**src/rtl/pc_stack_pkg.sv**
```systemverilog
// Shared op codes and sizing helpers for the program counter with return-address stack.
package pc_stack_pkg;

  typedef enum logic [2:0] {
    OpHold   = 3'd0,
    OpInc    = 3'd1,
    OpLoad   = 3'd2,
    OpJrel   = 3'd3,
    OpCall   = 3'd4,
    OpRet    = 3'd5,
    OpDec    = 3'd6,
    OpClrErr = 3'd7
  } pc_op_t;

  // The stack pointer must count 0..depth inclusive.
  function automatic int unsigned sp_width(int unsigned depth);
    return $clog2(depth + 1);
  endfunction

  function automatic int unsigned addr_width(int unsigned depth);
    return (depth > 1) ? $clog2(depth) : 1;
  endfunction

endpackage

```
**src/rtl/pc_ret_stack.sv**
```systemverilog
// Return-address LIFO: push/pop with full/empty decoded from the registered stack pointer.
module pc_ret_stack
  import pc_stack_pkg::*;
#(
  parameter int unsigned WIDTH       = 8,
  parameter int unsigned STACK_DEPTH = 4
) (
  input  logic             clk,
  input  logic             rst_n,
  input  logic             push_i,
  input  logic             pop_i,
  input  logic [WIDTH-1:0] data_i,
  output logic [WIDTH-1:0] data_o,
  output logic             full_o,
  output logic             empty_o
);

  localparam int unsigned SpW   = sp_width(STACK_DEPTH);
  localparam int unsigned AddrW = addr_width(STACK_DEPTH);
  localparam logic [SpW-1:0] SpMax = SpW'(STACK_DEPTH);

  logic [SpW-1:0]   sp_q, sp_d, top_idx;
  logic [WIDTH-1:0] mem_q [2**AddrW];

  assign full_o  = (sp_q == SpMax);
  assign empty_o = (sp_q == '0);
  assign top_idx = sp_q - SpW'(1);
  assign data_o  = mem_q[top_idx[AddrW-1:0]];

  always_comb begin
    sp_d = sp_q;
    if (push_i && !full_o) begin
      sp_d = sp_q + SpW'(1);
    end else if (pop_i && !empty_o) begin
      sp_d = sp_q - SpW'(1);
    end
  end

  always_ff @(posedge clk or negedge rst_n) begin
    if (!rst_n) begin
      sp_q <= '0;
    end else begin
      sp_q <= sp_d;
    end
  end

  // Contents are don't-care after reset, so the storage carries no reset.
  always_ff @(posedge clk) begin
    if (push_i && !full_o) begin
      mem_q[sp_q[AddrW-1:0]] <= data_i;
    end
  end

endmodule

```
**src/rtl/pc_stack_counter.sv**
```systemverilog
// Program counter with up/down count, relative jump and call/return stack.
// Define PC_SATURATE_EN to clamp out-of-range INC/DEC/JREL instead of wrapping.
module pc_stack_counter
  import pc_stack_pkg::*;
#(
  parameter int unsigned     WIDTH       = 8,
  parameter int unsigned     STACK_DEPTH = 4,
  parameter logic [WIDTH-1:0] RESET_VAL  = '0
) (
  input  logic             clk,
  input  logic             rst_n,
  input  logic             en_i,
  input  logic [2:0]       op_i,
  input  logic [WIDTH-1:0] din_i,
  output logic [WIDTH-1:0] pc_o,
  output logic             stack_full_o,
  output logic             stack_empty_o,
  output logic             wrap_o,
  output logic             err_o
);

  localparam logic [WIDTH-1:0] AllOnes = '1;

  pc_op_t           op;
  logic [WIDTH-1:0] pc_q, pc_d;
  logic             wrap_q, wrap_d;
  logic             err_q, err_d;
  logic             push, pop, full, empty;
  logic [WIDTH-1:0] stack_top;
  logic [WIDTH:0]   inc_sum;
  logic [WIDTH+1:0] jrel_sum;

  assign op       = pc_op_t'(op_i);
  assign inc_sum  = {1'b0, pc_q} + {{WIDTH{1'b0}}, 1'b1};
  // Two guard bits: bit WIDTH+1 flags a negative result, bit WIDTH an overshoot.
  assign jrel_sum = {2'b00, pc_q} + {{2{din_i[WIDTH-1]}}, din_i};

  always_comb begin
    pc_d   = pc_q;
    wrap_d = 1'b0;
    err_d  = err_q;
    push   = 1'b0;
    pop    = 1'b0;
    if (en_i) begin
      unique case (op)
        OpHold: ;
        OpInc: begin
          pc_d   = inc_sum[WIDTH-1:0];
          wrap_d = inc_sum[WIDTH];
`ifdef PC_SATURATE_EN
          if (inc_sum[WIDTH]) pc_d = AllOnes;
`endif
        end
        OpLoad: pc_d = din_i;
        OpJrel: begin
          pc_d   = jrel_sum[WIDTH-1:0];
          wrap_d = |jrel_sum[WIDTH+1:WIDTH];
`ifdef PC_SATURATE_EN
          if (wrap_d) pc_d = jrel_sum[WIDTH+1] ? '0 : AllOnes;
`endif
        end
        OpCall: begin
          if (full) begin
            err_d = 1'b1;
          end else begin
            push = 1'b1;
            pc_d = din_i;
          end
        end
        OpRet: begin
          if (empty) begin
            err_d = 1'b1;
          end else begin
            pop  = 1'b1;
            pc_d = stack_top;
          end
        end
        OpDec: begin
          pc_d   = pc_q - {{(WIDTH-1){1'b0}}, 1'b1};
          wrap_d = (pc_q == '0);
`ifdef PC_SATURATE_EN
          if (wrap_d) pc_d = '0;
`endif
        end
        OpClrErr: err_d = 1'b0;
        default: ;
      endcase
    end
  end

  always_ff @(posedge clk or negedge rst_n) begin
    if (!rst_n) begin
      pc_q   <= RESET_VAL;
      wrap_q <= 1'b0;
      err_q  <= 1'b0;
    end else begin
      pc_q   <= pc_d;
      wrap_q <= wrap_d;
      err_q  <= err_d;
    end
  end

  pc_ret_stack #(
    .WIDTH       (WIDTH),
    .STACK_DEPTH (STACK_DEPTH)
  ) u_ret_stack (
    .clk     (clk),
    .rst_n   (rst_n),
    .push_i  (push),
    .pop_i   (pop),
    .data_i  (inc_sum[WIDTH-1:0]),
    .data_o  (stack_top),
    .full_o  (full),
    .empty_o (empty)
  );

  assign pc_o          = pc_q;
  assign stack_full_o  = full;
  assign stack_empty_o = empty;
  assign wrap_o        = wrap_q;
  assign err_o         = err_q;

endmodule

```
**config.mk**
```make
export PLATFORM = sky130hd
export DESIGN_NAME = pc_stack_counter
export DESIGN_NICKNAME = d
export VERILOG_FILES = /design/src/rtl/pc_stack_pkg.sv /design/src/rtl/pc_ret_stack.sv /design/src/rtl/pc_stack_counter.sv
export SDC_FILE = /design/constraint.sdc
export NUM_CORES = 1
export LEC_CHECK = 0
export ABC_AREA = 1
export CAP_MARGIN = 20
export CORE_MARGIN = 2
export CORE_UTILIZATION = 53
export DETAILED_ROUTE_END_ITERATION = 10
export PLACE_DENSITY = 0.77
export SLEW_MARGIN = 20
export SYNTH_ARGS = -nofsm -noshare
export SYNTH_HDL_FRONTEND = slang
export SYNTH_HIERARCHICAL = 1
export SYNTH_SLANG_ARGS = --single-unit
```
**constraint.sdc**
```tcl
create_clock -name clk -period 2.4 [get_ports clk]
set_clock_uncertainty 0.2 [all_clocks]
set_input_delay 0.24 -clock clk [delete_from_list [all_inputs] [get_ports clk]]
set_output_delay 0.24 -clock clk [all_outputs]
set_load 0.05 [all_outputs]
```
; Word level (Yosys, flattened, before mapping)
; Memory sizes are Yosys's and may differ from the RTL's.
; Cells that the tools add are included.
[totals]
ram_bits = 32
input_bits = 14
memories = 1
register_bits = 13
[mem_list]
columns = memory, words, word_bits, rd, rd_clocked_by_memory_dff, write_ports, line_no
row1 = u_ret_stack.mem_q, 4, 8, 1, 0, 1, pc_ret_stack.sv:23  ; logic [WIDTH-1:0] mem_q [2**AddrW];
[op_classes]
n_addsub = 5
eq_ne = 12
n_reduce_logical = 12
n_mux = 18
[op_table]
columns = op, n
row1 = case mux 8 bit (6 select lines), 1
row2 = 2-to-1 mux 8 bit, 2
row3 = == test 3 bit (second input constant), 5
row4 = 2-to-1 mux 1 bit, 11
row5 = adder 9 x 8 -> 10 bit, 1
row6 = adder 8 x 1 -> 9 bit (second input constant), 1
row7 = logical NOT 8 bit, 1
row8 = AND reduction 4 bit, 2
row9 = subtractor 8 x 1 -> 8 bit (second input constant), 1
row10 = == test 3 x 2 -> 1 bit (second input constant), 2
row11 = 2-to-1 mux 3 bit, 2
row12 = case mux 1 bit (3 select lines), 2
row13 = nonzero test 6 bit, 1
row14 = != test 2 x 1 -> 1 bit (second input constant), 2
row15 = != test 2 bit (second input constant), 2
row16 = adder 3 x 1 -> 3 bit (second input constant), 1
row17 = == test 3 x 1 -> 1 bit (second input constant), 1
row18 = logical NOT 3 bit, 1
row19 = nonzero test 3 bit, 1
row20 = subtractor 3 x 1 -> 3 bit (second input constant), 1
row21 = logical AND 1 bit, 2
row22 = logical NOT 1 bit, 2
row23 = nonzero test 2 bit, 1
row24 = OR reduction 2 bit, 1

; Longest topological paths before layout
; Gate-level depths: netlist of the first run.
[logic_depth]
word_depth = 7
ltp_mapped = 15
mapped_depth_nobuf = 12

; By module
; The synthesis of the first run kept the hierarchy.
[modules_own_cells]
columns = mod, area_each_um2, instances, cells_each, seq_area_each_um2
row1 = pc_ret_stack, 1580.3, 1, 140, 1036.0
row2 = pc_stack_counter, 1542.7, 1, 260, 250.2

; Worst setup path before layout of the first run
; No wires, ideal clock.
[synth_path]
kind = register to register
start = register u_ret_stack.sp_q[0]
end = memory u_ret_stack.mem_q[1][0] (enable)
path_slack_ps = -388
t_required_ps = 1829
period_less_slack_ps = 2788
stages_incl_launch_ff = 11
t_arrival_ps = 2218
path_cell_list = dfrtp_1 > buf_6 > inv_6 > buf_6 > ha_1 > nand2_1 > inv_1 > or2_2 > nor2_1 > nand2_2 > nor2_1
[synth_between]
elab_chain_cells = 7
word_cells_on_any_way = 8
[synth_lines]
columns = item, line_no
row1 = "start, declared", pc_ret_stack.sv:22  ; logic [SpW-1:0] sp_q, sp_d, top_idx;
row2 = "start signal, assigned", pc_ret_stack.sv:43  ; sp_q <= sp_d;
row3 = == test 3 bit, pc_ret_stack.sv:25  ; assign full_o = (sp_q == SpMax);
row4 = named net stack_full_o, pc_stack_counter.sv:16  ; output logic stack_full_o,
row5 = 2-to-1 mux 1 bit, pc_stack_counter.sv:63  ; if (full) begin
row6 = 2-to-1 mux 1 bit, pc_stack_counter.sv:45  ; unique case (op)
row7 = 2-to-1 mux 1 bit, pc_stack_counter.sv:44  ; if (en_i) begin
row8 = named net push, pc_stack_counter.sv:28  ; logic push, pop, full, empty;
row9 = logical AND 1 bit, pc_ret_stack.sv:49  ; if (push_i && !full_o) begin
row10 = 2-to-1 mux 1 bit, pc_ret_stack.sv:49
row11 = 2-to-1 mux 1 bit (not written as such), pc_ret_stack.sv:50  ; mem_q[sp_q[AddrW-1:0]] <= data_i;
row12 = "end, declared", pc_ret_stack.sv:23
; The timed path passes the listed nets, and every way through them passes these cells.

; Worst setup path in the final report of the first run
[layout_path]
start = register u_ret_stack.sp_q[1]
end = memory u_ret_stack.mem_q[2][4] (enable)
[layout_between]
elab_chain_cells = 7
word_cells_on_any_way = 8
[layout_lines]
columns = item, line_no
row1 = == test 3 bit, pc_ret_stack.sv:25
row2 = 2-to-1 mux 1 bit, pc_stack_counter.sv:63
row3 = 2-to-1 mux 1 bit, pc_stack_counter.sv:45
row4 = 2-to-1 mux 1 bit, pc_stack_counter.sv:44
row5 = named net push, pc_stack_counter.sv:28
row6 = logical AND 1 bit, pc_ret_stack.sv:49
row7 = 2-to-1 mux 1 bit, pc_ret_stack.sv:49
row8 = 2-to-1 mux 1 bit (not written as such), pc_ret_stack.sv:50
; The timed path passes the listed nets, and every way through them passes these cells.

==> results.py, run 1 <==
metrics = {
    "flow_run": {
        "max_cap_viol_count": 0,
    },
    "yosys": {
        "syn_area_sq_um": 3123,
        "synthesis.nets": 433,
        "synthAdderAreaFrac": 0.07853,
        "ys_seq_area_frac": 0.4119,
        "synthCells": 400,
        "synth_top_family_by_area": "simple AND/OR/NAND/NOR gates",
        "synth_compound_area_frac": 0.09135,
        "synthMuxAreaShare": 0.003606,
        "yosys.area_share.simple": 0.3069,
        "ys_ff_latch": 45,
        "yosysWarnings": 6,
        "syn-mean-instance-area_sq_um": 7.807,
        "yosys.cell_types.count": 34,
        "synth_xor_area_frac": 0.01683,
    },
    "global_route": {
        "grt_max_degree": 28,
        "grt-ovfl-total": 0,
        "antenna_found_initial": 0,
        "grt_use_total": 0.2372,
        "grt_pass1_wl_mm": 11.70,
        "grt_pass1_vias": 2426,
    },
    "cts": {
        "root_buffer": "clkbuf_8",
        "path_clk_slew_ps": 100,
        "cts-resized-gates": 0,
        "cts_tree": "built",
        "cts_buffer_depth": 2,
        "insertion_delay_ps": 310,
        "cts_num_sinks": 45,
        "cts_buffers": 5,
        "cts_max_level": 2,
    },
    "sta": {
        "finalMaxSlewViolations": 0,
        "worstMarginPinSlew_ps": 733.3,
        "fin_ws_ps": 120.2,
        "whs_ps": 155.8,
        "fmax_mhz": 438.6,
        "finalHoldViolCount": 0,
        "fin_crit_ps": 2280,
        "rsz0062_at_grt": "false",
        "setup_violations": 0,
        "relSlewSlack": 0.5096,
        "post-route-period-util": 0.9499,
        "finalSetupTns_ps": 0,
    },
    "floorplan": {
        "coreArea_sq_um": 5608,
        "die_h_um": 80.76,
        "initial_core_util": 0.5569,
        "dieArea_sq_um": 6522,
        "die-width_um": 80.76,
        "rows": 27,
        "ioPinCount": 26,
    },
    "route": {
        "wl_met1_mm": 3.430,
        "post_drt_wl_per_cell_um": 14.36,
        "dr_wl_met2_mm": 3.366,
        "wirelength_mm": 7.336,
        "dr.pass1.iters": 5,
        "routed.top_layer": "met4",
        "num_vias": 2723,
        "post-route-drc-count": 0,
        "first_iter_violations": 254,
        "vias_per_cell": 5.329,
        "route.met3.wl_um": 407,
        "ant_nets": 0,
    },
    "worst_setup_path": {
        "crit_fanout": 10,
        "critPathKind": "reg2reg",
        "start_kind": "flop",
        "r2r_setup_slack_ps": 120,
        "crit_required_ps": 2180,
        "crit_path_end_kind": "flop",
        "cp.arrival_ps": 2060,
    },
    "finish": {
        "diodes": 0,
        "areaGrowthSynthToFinish_pct": 18.95,
        "design_area_sq_um": 3715,
        "num-nets-final": 471,
        "fillCellCount": 479,
        "post_route_cells_drive_above_1_share": 0.1298,
    },
    "pwr": {
        "cellLeakagePower_nw": 1.646,
        "worst_ir_drop_vdd_mv": 0.8353,
        "powerDensity_nw_per_um2": 1097,
    },
    "placement": {
        "place_hpwl_mm": 5.400,
        "dpl_cell_area_sq_um": 3543,
        "port_buffers": 25,
        "dpl_worst_slack_ps": 11.80,
        "gp_congestion": 0.9305,
    },
    "status": {
        "status": "finished, final reports clean",
    },
    "hold_path": {
        "hold_class": "in2async",
    },
}
==> critical path, stage by stage (launching register included) <==
cell	delay (ps)
dfrtp_1	410
inv_1	120
ha_4	190
nand2_4	80
clkinvlp_4	120
or2_4	260
nor2_4	130
nand2_4	130
nor2_4	300
==> layout by cell type, fill, tap and decap left out <==
cell type	count
edfxtp_1	32
nand3b_1	3
buf_12	4
bufinv_16	1
inv_2	5
ha_4	1
o211ai_1	8
xnor2_1	1
mux2_1	1
dfrtp_1	13
nand3_1	29
or2_4	1
nor3_1	5
nand2_1	105
inv_6	3
clkbuf_8	5
a22oi_1	3
xor2_1	5
nand3_4	1
nand4_1	2
o21ai_1	10
clkinvlp_4	1
nor2_1	53
nor2_2	7
nand3_2	1
nand2_2	5
a21boi_0	1
o2111ai_1	1
o21ai_0	14
a21oi_1	10
inv_1	45
fa_1	1
o21ai_4	1
clkdlybuf4s50_1	23
buf_4	12
nand2_4	2
ha_1	17
nor2_4	7
==> what timing repair did <==
item / in CTS / in global routing
hold buffers: 0 / 0
setup buffers: 0 / 4
setup endpoints to repair: 0 / 20
==> cell usage after synthesis (all sizes together) <==
master	instances	area share
or2	1	0.0020
o2111ai	1	0.0028
nand4	2	0.0040
edfxtp	32	0.31
fa	1	0.0064
dfrtp	13	0.10
nand3	31	0.055
a21boi	1	0.0024
nand2	112	0.14
a21oi	10	0.016
nor2	67	0.091
xor2	5	0.014
nand3b	3	0.0072
a22oi	3	0.0072
o21ai	25	0.044
xnor2	1	0.0028
nor3	5	0.0080
inv	52	0.064
buf	8	0.027
ha	18	0.072
mux2	1	0.0036
o211ai	8	0.019
==> path summary, 6_finish.rpt <==
check | from | to | cells after the start
setup / recovery | u_ret_stack/sp_q[1] | u_ret_stack/mem_q[2][4] | 8
hold / removal | rst_n | u_ret_stack/sp_q[1] | 1
setup reg to reg | u_ret_stack/sp_q[1] | u_ret_stack/mem_q[2][4] | 8
hold reg to reg | err_o | err_o | 1
max in group asynchronous | rst_n | pc_o[1] | 1
min in group clk | err_o | err_o | 1
==> through the flow <==
step | util | power, mW | instances
5_1_grt | 0.6624 | 4.378 | 511
3_5_place_dp | 0.6319 | 3.429 | 499
3_3_place_gp | 0.6319 | 3.382 | 499
2_1_floorplan | - | 2.867 | 400
6_report | 0.6624 | 4.075 | 511
4_1_cts | 0.6526 | 4.040 | 507
==> metal layers <==
metal | global-route usage | up-vias
li1 | - | 1373
met3 | 0.03889 | 13
met2 | 0.3700 | 91
met5 | 0 | -
met1 | 0.3439 | 1246
met4 | 0.06610 | 0
==> cell type report <==
| class | instances | area, sq um | area share |
|---|---|---|---|
| clock inverters | 3 | 47.55 | 0.01280 |
| well taps | 72 | 90.09 | 0.02425 |
| repair buffers | 39 | 400.4 | 0.1078 |
| clock buffers | 5 | 68.82 | 0.01852 |
| inverters | 52 | 203.9 | 0.05490 |
| flip-flops and latches | 45 | 1286 | 0.3462 |
| multi-input cells | 295 | 1618 | 0.4355 |
==> power breakdown <==
part / switching, mW / internal [mW] / total [mW]
logic: 1.46 / 0.830 / 2.29
clock network: 0.281 / 0.318 / 0.599
registers: 0.165 / 1.02 / 1.18
==> kinds of logic after synthesis <==
logic type               Yosys count
flip-flops                        45
AO/OA/AOI/OAI                     48
XOR/XNOR                           6
AND/OR/NAND/NOR                  221
buffers and inverters             60
multiplexers                       1
adder cells (fa/ha/maj)           19
==> sequential cells by signal, indices dropped and copies added, names as in the netlist <==
signal / cells
u_ret_stack/mem_q: 32
pc_o: 8
u_ret_stack/sp_q: 3
err_o: 1
wrap_o: 1
Note: power is estimated with default switching activity, not from simulation.
==> inputs of run 2 (changes only) <==
--- a/config.mk
+++ b/config.mk
@@ -7,10 +7,12 @@
 export LEC_CHECK = 0
 export ABC_AREA = 1
 export CAP_MARGIN = 20
+export CELL_PAD_IN_SITES_DETAIL_PLACEMENT = 1
+export CELL_PAD_IN_SITES_GLOBAL_PLACEMENT = 2
 export CORE_MARGIN = 2
-export CORE_UTILIZATION = 53
+export CORE_UTILIZATION = 31
 export DETAILED_ROUTE_END_ITERATION = 10
-export PLACE_DENSITY = 0.77
+export PLACE_DENSITY_LB_ADDON = 0.1
 export SLEW_MARGIN = 20
 export SYNTH_ARGS = -nofsm -noshare
 export SYNTH_HDL_FRONTEND = slang
==> run 2 against run 1 <==
Against the previous run: global-route usage down 6.4 points; routed wire length up 23%; combinational power up 4%; flip-flop and latch count unchanged; total power about the same; register-to-register slack better by 40 ps; sequential power about the same; clock-buffer cell count unchanged.
==> results.py, run 2 (synthesized netlist as in run 1, its figures left out) <==
metrics = {
    "status": {
        "status": "finished, final reports clean",
    },
    "route": {
        "wirelength_mm": 8.987,
        "ant_nets": 0,
        "post-route-drc-count": 0,
        "num_vias": 2723,
        "post_drt_wl_per_cell_um": 15.58,
        "vias_per_cell": 4.719,
        "first_iter_violations": 109,
        "dr.pass1.iters": 4,
    },
    "pwr": {
        "internal_power_mw": 2.080,
        "p_switching_mw": 1.994,
        "worst_ir_drop_vdd_mv": 0.5322,
        "cellLeakagePower_nw": 1.653,
        "sequentialPowerShare": 0.290,
        "powerDensity_nw_per_um2": 1071,
        "clockPowerShare": 0.124,
        "p_comb_frac": 0.586,
        "netSwitchingFraction": 0.4894,
    },
    "placement": {
        "gp_congestion": 0.7701,
        "place_hpwl_mm": 7.057,
        "dpl_worst_slack_ps": -10.54,
        "port_buffers": 25,
    },
    "finish": {
        "layout_common_cells": "nand2_1 (105), nor2_1 (53), inv_1 (44)",
        "fillCellCount": 1225,
        "final_common_cell": "nand2_1",
        "multi_input_area_sq_um": 1627,
        "seq_area_sq_um": 1286,
        "largest_register_ffs": 32,
        "areaGrowthSynthToFinish_pct": 21.75,
        "diodes": 0,
        "post-route-util": 0.3890,
        "num-nets-final": 476,
        "post_route_cells_drive_above_1_share": 0.1419,
    },
    "global_route": {
        "grt_use_total": 0.1732,
        "grt_pass1_wl_mm": 14.84,
        "grt_use_met1": 0.2334,
        "use_met3": 0.01504,
        "grt_max_degree": 28,
        "use_met2": 0.3016,
        "grt_pass1_vias": 2757,
        "grt-ovfl-total": 0,
        "antenna_found_initial": 0,
        "busiest_layer": "met2",
    },
    "floorplan": {
        "coreArea_sq_um": 9774,
        "die_h_um": 104.4,
        "die-width_um": 104.4,
        "ioPinCount": 26,
        "initial_core_util": 0.3195,
        "dieArea_sq_um": 10890,
        "rows": 36,
    },
    "worst_setup_path": {
        "crit_family": "simple AND/OR/NAND/NOR gates",
        "critical-path-slowest-cell": "dfrtp_1",
        "r2r_setup_slack_ps": 160,
        "reg2reg_from": "u_ret_stack/sp_q[1]",
        "crit_fanout": 10,
        "crit_top_cell": "nor2_4",
        "cp.arrival_ps": 2020,
        "crit_path_max_incr_delay_ps": 420,
        "cp-startpoint": "u_ret_stack/sp_q[1]",
        "reg2reg_to": "u_ret_stack/mem_q[2][6]",
        "start_kind": "flop",
        "path_cells": "inv_2 -> ha_4 -> nand2_4 -> clkinvlp_4 -> or2_4 -> nor2_4 -> nand2_8 -> nor2_4",
        "crit_required_ps": 2180,
        "crit_path_end_kind": "flop",
        "critPathBufInv": 2,
        "rr_worst_depth": 8,
        "critPathKind": "reg2reg",
    },
    "cts": {
        "path_clk_slew_ps": 100,
        "insertion_delay_ps": 300,
        "cts_tree": "built",
        "cts_buffers": 5,
        "cts_max_level": 2,
        "cts_buffer_depth": 2,
        "ctsHoldBuffers": 0,
        "cts_num_sinks": 45,
        "root_buffer": "clkbuf_8",
    },
    "sta": {
        "post-route-period-util": 0.9329,
        "fin_crit_ps": 2239,
        "fin_ws_ps": 161.0,
        "relSlewSlack": 0.5617,
        "finalHoldViolCount": 0,
        "fmax_mhz": 446.6,
        "finalMaxSlewViolations": 0,
        "worstMarginPinSlew_ps": 650.5,
        "setup_violations": 0,
    },
    "flow_run": {
        "max_cap_viol_count": 0,
    },
    "hold_path": {
        "hold_class": "in2async",
    },
}
[run 2: power by group through the flow]
| stage | registers (mW) | clock network [mW] | logic, mW |
|---|---|---|---|
| global route | 1.20 | 0.567 | 2.69 |
| global placement | 1.19 | 0 | 2.36 |
| detailed placement | 1.19 | 0 | 2.39 |
| CTS | 1.18 | 0.525 | 2.41 |
| finish | 1.18 | 0.505 | 2.39 |
| floorplan | 1.34 | 0 | 1.52 |
[run 2: area by class of cell]
| cell class | count | area share |
|---|---|---|
| inverters | 52 | 0.05364 |
| multi-input cells | 295 | 0.4278 |
| flip-flops and latches | 45 | 0.3383 |
| well taps | 133 | 0.04376 |
| clock inverters | 3 | 0.006581 |
| repair buffers | 44 | 0.1119 |
| clock buffers | 5 | 0.01810 |
[run 2: how the worst max path moves through the flow]
stage | endpoint | slack, ps | cells past startpoint
2_1_floorplan | u_ret_stack/mem_q[0][0] | -60 | 10
3_3_place_gp | pc_o[6] | 30 | 12
3_5_place_dp | pc_o[6] | -10 | 12
4_1_cts | u_ret_stack/mem_q[0][6] | 70 | 8
5_1_grt | u_ret_stack/sp_q[0] | -10 | 11
6_report | u_ret_stack/mem_q[2][6] | 160 | 8
[run 2: worst register-to-register path: stages, from the launching register on]
cell and delay (ps):
dfrtp_1 420, inv_2 80, ha_4 180, nand2_4 100, clkinvlp_4 130, or2_4 260, nor2_4 150, nand2_8 110
nor2_4 290
[run 2: through the flow]
stage	hold slack, ps	cell area, sq um	setup TNS, ps	power, mW	instances
global route	61.21	3802	-12.99	4.453	577
CTS	53.76	3779	0	4.115	575
detailed placement	286.0	3685	-10.54	3.588	567
floorplan	-255.6	3196	-1463	2.867	400
global placement	282.4	3685	0	3.554	567
finish	49.72	3802	0	4.073	577
[run 2: timing repair]
action | CTS | global route
gates resized for setup | 0 | 2
buffers inserted | 0 | 2
setup endpoints to repair | 0 | 26
[run 2: routing by layer]
metal,part of all wire,routed length (um)
met1,0.48,4293
met3,0.014,129
met5,0,0
met2,0.50,4495
met4,0.0077,69
